### config.mk
export PLATFORM = sky130hd
export DESIGN_NAME = fpu_norm_round
export DESIGN_NICKNAME = d
export VERILOG_FILES = /design/src/rtl/fpu_pkg.sv /design/src/rtl/fpu_round_rne.sv /design/src/rtl/fpu_norm_round.sv
export SDC_FILE = /design/constraint.sdc
export NUM_CORES = 1
export LEC_CHECK = 0
export ABC_AREA = 1
export CORE_AREA = 5 5 146 148
export DETAILED_ROUTE_END_ITERATION = 8
export DIE_AREA = 0 0 151 153
export PLACE_DENSITY_LB_ADDON = 0.05
export SLEW_MARGIN = 5
export SYNTH_ARGS = -nofsm -noshare
export SYNTH_HDL_FRONTEND = slang
export SYNTH_SLANG_ARGS = --single-unit
export TNS_END_PERCENT = 20
### constraint.sdc
create_clock -name clk -period 7.43 [get_ports clk]
set_clock_uncertainty 0.1 [all_clocks]
set_input_delay 0.743 -clock clk [delete_from_list [all_inputs] [get_ports clk]]
set_output_delay 0.743 -clock clk [all_outputs]
set_load 0.005 [all_outputs]
### src/rtl/fpu_pkg.sv
// Shared FPU definitions: normalize/round state encoding, IEEE-754 single constants
// and the raw result widths used by the selector and the writeback stage.
package fpu_pkg;

  localparam int EXP_W  = 9;
  localparam int MAN_W  = 49;
  localparam int FRAC_W = 23;

  localparam int          EXP_BIAS = 127;
  localparam int          EXP_INF  = 255;
  localparam logic [31:0] QNAN_INF = 32'h7F80_0000;

  typedef enum logic [1:0] {
    IDLE,
    NORM,
    ROUND
  } norm_state_t;

endpackage

### src/rtl/fpu_round_rne.sv
// Round-to-nearest-even on a (FRAC_W+1)-bit significand using guard and sticky bits.
// A carry out renormalizes the significand to 1.0; the caller bumps the exponent.
module fpu_round_rne #(
  parameter int FRAC_W = fpu_pkg::FRAC_W
) (
  input  logic [FRAC_W:0] keep,
  input  logic            g,
  input  logic            s,
  output logic [FRAC_W:0] keep_rnd,
  output logic            carry,
  output logic            inexact
);

  logic              inc;
  logic [FRAC_W+1:0] sum;

  always_comb begin
    inc      = g & (s | keep[0]);
    sum      = {1'b0, keep} + {{(FRAC_W + 1){1'b0}}, inc};
    carry    = sum[FRAC_W+1];
    keep_rnd = carry ? {1'b1, {FRAC_W{1'b0}}} : sum[FRAC_W:0];
    inexact  = g | s;
  end

endmodule

### src/rtl/fpu_norm_round.sv
// Normalize/round/pack stage behind the FPU result selector: one-bit-per-cycle
// normalization, RNE rounding and IEEE-754 single packing with status flags.
module fpu_norm_round #(
  parameter int EXP_W  = fpu_pkg::EXP_W,
  parameter int MAN_W  = fpu_pkg::MAN_W,
  parameter int FRAC_W = fpu_pkg::FRAC_W
) (
  input  logic             clk,
  input  logic             rst,
  input  logic             done_cal,
  input  logic             result_sign_in,
  input  logic [EXP_W-1:0] result_exp_in,
  input  logic [MAN_W-1:0] result_man_in,
  output logic             busy,
  output logic             result_valid,
  output logic [31:0]      fp_result,
  output logic             flag_overflow,
  output logic             flag_underflow,
  output logic             flag_inexact
);

  import fpu_pkg::*;

  localparam int KEEP_LO = MAN_W - 2 - FRAC_W;
  localparam int PE      = 31 - FRAC_W;
  localparam logic [EXP_W:0] EXP_ONE = (EXP_W + 1)'(1);
  localparam logic [EXP_W:0] EXP_TOP = (EXP_W + 1)'(EXP_INF);

  norm_state_t      state, state_nx;
  logic             sign_r, sign_nx;
  logic [EXP_W:0]   exp_i, exp_nx;
  logic [MAN_W-1:0] man_r, man_nx;
  logic             sticky, sticky_nx;
  logic             zero_r, zero_nx;
  logic             flush_r, flush_nx;

  logic [31:0] fp_nx;
  logic        ov_nx, uf_nx, ix_nx, valid_nx;

  logic [FRAC_W:0] keep_rnd;
  logic            rnd_carry, rnd_inexact;
  logic [EXP_W:0]  exp_rnd;
  logic [PE-1:0]   exp_field;

  fpu_round_rne #(.FRAC_W(FRAC_W)) u_round (
    .keep     (man_r[MAN_W-2:KEEP_LO]),
    .g        (man_r[KEEP_LO-1]),
    .s        ((|man_r[KEEP_LO-2:0]) | sticky),
    .keep_rnd (keep_rnd),
    .carry    (rnd_carry),
    .inexact  (rnd_inexact)
  );

  assign busy    = (state != IDLE);
  assign exp_rnd = exp_i + {{EXP_W{1'b0}}, rnd_carry};
  // A significand without its hidden bit packs with a zero exponent field.
  assign exp_field = keep_rnd[FRAC_W] ? exp_rnd[PE-1:0] : '0;

  always_comb begin
    state_nx  = state;
    sign_nx   = sign_r;
    exp_nx    = exp_i;
    man_nx    = man_r;
    sticky_nx = sticky;
    zero_nx   = zero_r;
    flush_nx  = flush_r;
    fp_nx     = fp_result;
    ov_nx     = flag_overflow;
    uf_nx     = flag_underflow;
    ix_nx     = flag_inexact;
    valid_nx  = 1'b0;
    case (state)
      IDLE: begin
        if (done_cal) begin
          state_nx  = NORM;
          sign_nx   = result_sign_in;
          exp_nx    = {1'b0, result_exp_in};
          man_nx    = result_man_in;
          sticky_nx = 1'b0;
          zero_nx   = 1'b0;
          flush_nx  = 1'b0;
        end
      end
      NORM: begin
        if (man_r == '0) begin
          zero_nx  = 1'b1;
          state_nx = ROUND;
        end else if (man_r[MAN_W-1]) begin
          man_nx    = man_r >> 1;
          sticky_nx = sticky | man_r[0];
          exp_nx    = exp_i + EXP_ONE;
          state_nx  = ROUND;
        end else if (man_r[MAN_W-2]) begin
          state_nx = ROUND;
        end else if (exp_i <= EXP_ONE) begin
          flush_nx = 1'b1;
          state_nx = ROUND;
        end else begin
          man_nx = man_r << 1;
          exp_nx = exp_i - EXP_ONE;
        end
      end
      ROUND: begin
        state_nx = IDLE;
        valid_nx = 1'b1;
        ov_nx    = 1'b0;
        uf_nx    = 1'b0;
        ix_nx    = 1'b0;
        if (zero_r) begin
          fp_nx = {sign_r, 31'b0};
        end else if (flush_r || exp_i == '0) begin
          fp_nx = {sign_r, 31'b0};
          uf_nx = 1'b1;
          ix_nx = 1'b1;
        end else if (exp_rnd >= EXP_TOP) begin
          fp_nx = QNAN_INF | {sign_r, 31'b0};
          ov_nx = 1'b1;
          ix_nx = 1'b1;
        end else begin
          fp_nx = {sign_r, exp_field, keep_rnd[FRAC_W-1:0]};
          ix_nx = rnd_inexact;
        end
      end
      default: state_nx = IDLE;
    endcase
  end

  always_ff @(posedge clk or posedge rst) begin
    if (rst) begin
      state          <= IDLE;
      sign_r         <= 1'b0;
      exp_i          <= '0;
      man_r          <= '0;
      sticky         <= 1'b0;
      zero_r         <= 1'b0;
      flush_r        <= 1'b0;
      fp_result      <= '0;
      flag_overflow  <= 1'b0;
      flag_underflow <= 1'b0;
      flag_inexact   <= 1'b0;
      result_valid   <= 1'b0;
    end else begin
      state          <= state_nx;
      sign_r         <= sign_nx;
      exp_i          <= exp_nx;
      man_r          <= man_nx;
      sticky         <= sticky_nx;
      zero_r         <= zero_nx;
      flush_r        <= flush_nx;
      fp_result      <= fp_nx;
      flag_overflow  <= ov_nx;
      flag_underflow <= uf_nx;
      flag_inexact   <= ix_nx;
      result_valid   <= valid_nx;
    end
  end

endmodule
=== Yosys cells after proc, flatten, opt, wreduce, memory -nomap -nowiden ===
Cells that the tools add are included.

* Word-level logic and storage cells: 93
* Register bits: 101
* Input port bits: 62
* Output and inout port bits: 37

* Magnitude comparators: 2
* Reductions and logical operators: 14
* Add/sub/neg operators: 4
* Bitwise gates (word level): 5
* Equal/unequal tests: 12
* Mux-type cells: 43

{| class="wikitable"
|+ Operator list
! kind !! count
|-
| 48-bit 2-to-1 mux || 3
|-
| 49-bit 2-to-1 mux || 2
|-
| 49-bit one-hot mux with 2 select lines || 1
|-
| 31-bit 2-to-1 mux || 3
|-
| 10-bit 2-to-1 mux || 5
|-
| 49-bit logical NOT || 1
|-
| 24-bit by 1-bit adder with 25-bit output || 1
|-
| 24-bit 2-to-1 mux || 1
|-
| 23-bit OR reduction || 1
|-
| 10-bit one-hot mux with 2 select lines || 1
|-
| 1-bit 2-to-1 mux || 17
|-
| 2-bit != test (second input constant) || 7
|-
| 10-bit by 1-bit adder with 10-bit output || 1
|-
| 10-bit by 1-bit adder with 10-bit output (second input constant) || 1
|-
| 10-bit by 8-bit >= comparator with 1-bit output (second input constant) || 1
|-
| 10-bit by 1-bit <= comparator with 1-bit output (second input constant) || 1
|-
| 10-bit logical NOT || 1
|-
| 2-bit 2-to-1 mux || 5
|-
| 10-bit by 1-bit subtractor with 10-bit output (second input constant) || 1
|-
| 8-bit 2-to-1 mux || 1
|-
| 3-bit != test (second input constant) || 2
|-
| 1-bit one-hot mux with 2 select lines || 3
|-
| 3-bit AND reduction || 2
|-
| 6-bit AND reduction || 1
|-
| other kinds (12) || 17
|}

=== Depth between registers and ports, before layout ===
* Depth in word-level cells: 10
* Mapped depth: 21
* Depth with buffers taken out: 21

=== Cells and area by module ===
A second synthesis with hierarchy kept.

* Cells, all modules: 1,102
* Area total of the unflattened synthesis: 7,030.5 um^2

{| class="wikitable"
|+ Modules (own cells, without submodules)
! module !! cells each !! sequential area each (um^2) !! area an instance (um^2) !! times used
|-
| fpu_norm_round || 952 || 2,527.4 || 6,287.3 || 1
|-
| fpu_round_rne || 150 || 0.0 || 743.2 || 1
|}

=== Worst setup path after synthesis ===
OpenSTA, ideal clock, no wires.

* Path kind: register to register
* Start: reg man_r[23]
* End: reg fp_result[14]
* Arrival time: 2.803 ns
* Required time: 7.264 ns
* Period minus slack after synthesis: 2.969 ns
* Setup slack: 4.461 ns
* Library setup time: 0.066 ns
* Path buffers: 1
* Cell stages (with the launch flop): 22
* Path through: dfrtp_1 -> nand2_1 -> inv_2 -> ha_1 -> nand2_1 -> nor2_2 -> nand2_1 -> nor2_2 -> nand2_1 -> nor3_1 -> ha_1 -> ha_1 -> nand3_1 -> nor2_1 -> xor2_1 -> nor2_1 -> nand2_1 -> nand2_1 -> nor2_2 -> buf_4 -> nand2_1 -> nand2_1

* Longest elaborated chain between the ends: 7
* Elaborated cells between the ends (all ways): 8
* Those cells by class: add/sub: 2; order compare: 1; mux: 4; bitwise: 1

{| class="wikitable"
|+ RTL lines
! element !! RTL line !! RTL
|-
| from (decl) || fpu_norm_round.sv:32 || <nowiki>logic [MAN_W-1:0] man_r, man_nx;</nowiki>
|-
| from (signal assigned) || fpu_norm_round.sv:146 || <nowiki>man_r <= man_nx;</nowiki>
|-
| 1-bit bitwise AND (*) || fpu_round_rne.sv:18 || <nowiki>inc = g & (s | keep[0]);</nowiki>
|-
| 24-bit by 1-bit adder with 25-bit output (*) || fpu_round_rne.sv:19 || <nowiki>sum = {1'b0, keep} + {{(FRAC_W + 1){1'b0}}, inc};</nowiki>
|-
| 10-bit by 1-bit adder with 10-bit output || fpu_norm_round.sv:55 || <nowiki>assign exp_rnd = exp_i + {{EXP_W{1'b0}}, rnd_carry};</nowiki>
|-
| 10-bit by 8-bit >= comparator with 1-bit output || fpu_norm_round.sv:115 || <nowiki>end else if (exp_rnd >= EXP_TOP) begin</nowiki>
|-
| 31-bit 2-to-1 mux (*) || fpu_norm_round.sv:115 ||
|-
| 31-bit 2-to-1 mux (*) || fpu_norm_round.sv:111 || <nowiki>end else if (flush_r || exp_i == '0) begin</nowiki>
|-
| 31-bit 2-to-1 mux (*) || fpu_norm_round.sv:109 || <nowiki>if (zero_r) begin</nowiki>
|-
| to (signal assigned) || fpu_norm_round.sv:150 || <nowiki>fp_result <= fp_nx;</nowiki>
|-
| to (decl) || fpu_norm_round.sv:16 || <nowiki>output logic [31:0] fp_result,</nowiki>
|}

Mark *: on every way between the ends. The rest lies on a longest branch, timed or not.
A chain may end at the register's enable or synchronous reset.

=== Worst setup path after layout ===
* Start: reg man_r[23]
* End: reg fp_result[3]

The elaborated chain is that of the path after synthesis.

==> qor.txt <==
Resize count post-CTS -> 0
Post-Syn Area -> 6820 um2
Worst setup SP type -> register
Residual DRC count -> 0
Fin. Hold Viols -> 0
Largest net degree at the start of global routing -> 70
Crit-path max FO -> 21
Critical path origin -> man_r[23]
CTS H-tree depth -> 3
Reg-to-Reg Start -> man_r[23]
Fin area -> 8180 um2
Core ar. -> 19900 um2
Die Span X -> 151 um
Tot GR Track Use -> 18.7%
Worst EP required -> 7.62 ns
Row cnt -> 52
Post-DP Area -> 7870 um2
Syn nets -> 1102
Final Util -> 41.1%
Final #Nets -> 1157
Initial DRC Count -> 396
Number of fillers in the final layout -> 2197
First-pass GRT wire length -> 34700 um
Final wirelength -> 21300 um
Hold Buf Count CTS -> 0
Die Area -> 23100 um2
Min Tclk post-route -> 3.90 ns
Number of global-route vias before repair -> 6351
Hold WC Path Type -> register to register
Placed wire-length estimate -> 14600 um
Crit path kind -> register to register
Total gr overflow -> 0
CP Capture Point -> fp_result[3]
Mapped Cells -> 1034
Setup Slack @ Placement -> 3.43 ns
Setup slack, reg-to-reg -> 3.53 ns
I/O Pins -> 99
Final ANT Viol Nets -> 0
TritonCTS clock tree -> yes
CTS buffer count -> 9
Critical Path AT -> 4.08 ns
Max_slew headroom -> 27.6%
Total Power -> 3.33 mW
P&R area growth vs syn -> 20.0%
Initial core utilization -> 34.3%
Synth unique cells -> 31
Clock Latency Late Sink -> 0.35 ns
Setup-failing EPs final -> 0
Die Ht -> 153 um
Number of diodes -> 0
Maxcap violations -> 0
Clk sinks -> 101
Sequential-to-total area share from yosys stat -> 37.1%
DR pass1 iterations -> 5
Power Dens Cells -> 407 nW/um2
Outcome -> finished, final reports clean
Clk pin slew, worst setup/hold paths -> 0.07 ns
Leakage power -> 3.95 nW
Crit share post-route -> 52.4%
Post-CTS Setup Inserts -> 0
Clock Tree Buf Depth -> 2
Final Worst Setup Slack -> 3.53 ns
RSZ-0062 raised after global routing -> false
Share of cells above drive strength 1 -> 4.57%
Port bufs -> 98
Worst VDD drop -> 0.168 mV
Reg2reg end -> fp_result[3]
Mean post-synth cell area -> 6.59 um2
Crit end category -> register
GPL Wtd Cong -> 0.923
Fin Setup TNS -> 0 ns
Yosys warning count -> 0
Routed via count -> 6581
Seq cells post-synth -> 101
Via/cell ratio -> 4.83
Worst-Margin Slew -> 1.08 ns
Root Driver -> clkbuf_16
Routed len/inst -> 15.6 um
R2R depth -> 20
Initial antenna violation count -> 0
FMAX -> 257 MHz
Pins over their slew limit -> 0
-- state kept, by name, indices dropped and copies added (netlist names) --
signal	flops
flag_overflow	1
sticky	1
flush_r	1
result_valid	1
man_r	49
zero_r	1
fp_result	32
flag_inexact	1
sign_r	1
state	2
flag_underflow	1
exp_i	10
-- cells in the final DEF, fill, tap and decap left out, drive strengths merged --
master | synthesis | layout
o31ai | 2 | 2
clkbuf | 15 | 11
buf | 46 | 7
clkdlybuf4s50 | 0 | 98
o21bai | 22 | 22
nand2 | 431 | 431
o211ai | 2 | 2
a21oi | 5 | 5
nor3 | 9 | 9
a22o | 25 | 25
nand4 | 9 | 9
nand3 | 88 | 88
xor2 | 25 | 25
clkinv | 1 | 2
a31oi | 1 | 1
dfrtp | 101 | 101
nor2 | 99 | 99
ha | 6 | 6
inv | 86 | 86
nor4 | 1 | 1
o21ai | 59 | 59
clkinvlp | 0 | 1
xnor2 | 1 | 1
bufinv | 0 | 2
-- worst max-delay path, stage by stage (launching register included) --
cell,delay (ns)
dfrtp_1,0.42
nand2_1,0.12
inv_2,0.10
ha_1,0.18
nand2_1,0.09
nor2_2,0.16
nand2_1,0.16
nor2_2,0.18
nand2_1,0.12
nor3_1,0.20
ha_1,0.23
ha_1,0.19
nand3_1,0.13
nor2_1,0.21
xor2_1,0.21
nor2_1,0.06
nand2_1,0.06
nand2_1,0.08
nor2_2,0.62
nand2_1,0.14
nand2_1,0.09
-- report_power, final --
group | internal, mW | switching [mW] | leakage, nW | total [mW]
clock | 0.303 | 0.211 | 0.152 | 0.514
sequential | 0.797 | 0.318 | 1.29 | 1.12
combinational | 0.643 | 1.06 | 2.51 | 1.70
total | 1.74 | 1.59 | 3.95 | 3.33
-- per-layer routing --
layer / GRT usage, % / part of all wire (%)
met4: 4.92 / 1.5
met3: 2.49 / 5.1
met5: 0 / 0
met2: 27.5 / 43
met1: 28.7 / 51
-- logic make-up (layout without fill, tap and decap cells) --
kind of cell / count (synthesis) / count (layout) / synth area share [%]
fa+ha+maj: 6 / 6 / 1.10
compound gates: 116 / 116 / 10.9
flops: 101 / 101 / 37.1
buf+inv: 148 / 207 / 9.56
xor+xnor: 26 / 26 / 3.34
simple gates: 637 / 637 / 38.0
-- cells in the mapped netlist (all sizes together) --
cell / n / area (um2)
xnor2: 1 / 8.76
clkinv: 1 / 3.75
o31ai: 2 / 15.0
nor4: 1 / 6.26
a31oi: 1 / 6.26
buf: 46 / 269
inv: 86 / 323
nor2: 99 / 402
nand4: 9 / 56.3
o21bai: 22 / 165
o21ai: 59 / 299
nand3: 88 / 440
o211ai: 2 / 15.0
a22o: 25 / 219
a21oi: 5 / 25.0
ha: 6 / 75.1
nor3: 9 / 55.1
nand2: 431 / 1630
dfrtp: 101 / 2530
xor2: 25 / 219
clkbuf: 15 / 56.3
-- layout make-up --
class                   instances  area (um2)  area share [%]
clock buffers                  11         243            2.97
clock inverters                 4        72.6           0.887
inverters                      87         329            4.02
multi-input cells             785        3640            44.5
flip-flops and latches        101        2530            30.9
well taps                     270         338            4.13
repair buffers                105        1030            12.6
-- how the worst min path moves through the flow --
stage	from	endpoint	slack (ns)	cells past startpoint
floorplan	state[0]	result_valid	0.34	1
global placement	flag_inexact	flag_inexact	0.36	2
detailed placement	fp_result[6]	fp_result[6]	0.36	2
CTS	fp_result[13]	fp_result[13]	0.38	2
global route	fp_result[9]	fp_result[9]	0.40	2
finish	fp_result[13]	fp_result[13]	0.37	2
-- through the flow --
step | cells | hold WS [ns]
2_1_floorplan | 1034 | 0.335
3_3_place_gp | 1348 | 0.363
3_5_place_dp | 1348 | 0.364
4_1_cts | 1363 | 0.382
5_1_grt | 1363 | 0.404
6_report | 1363 | 0.374
Power figures use the tool's default switching activity.
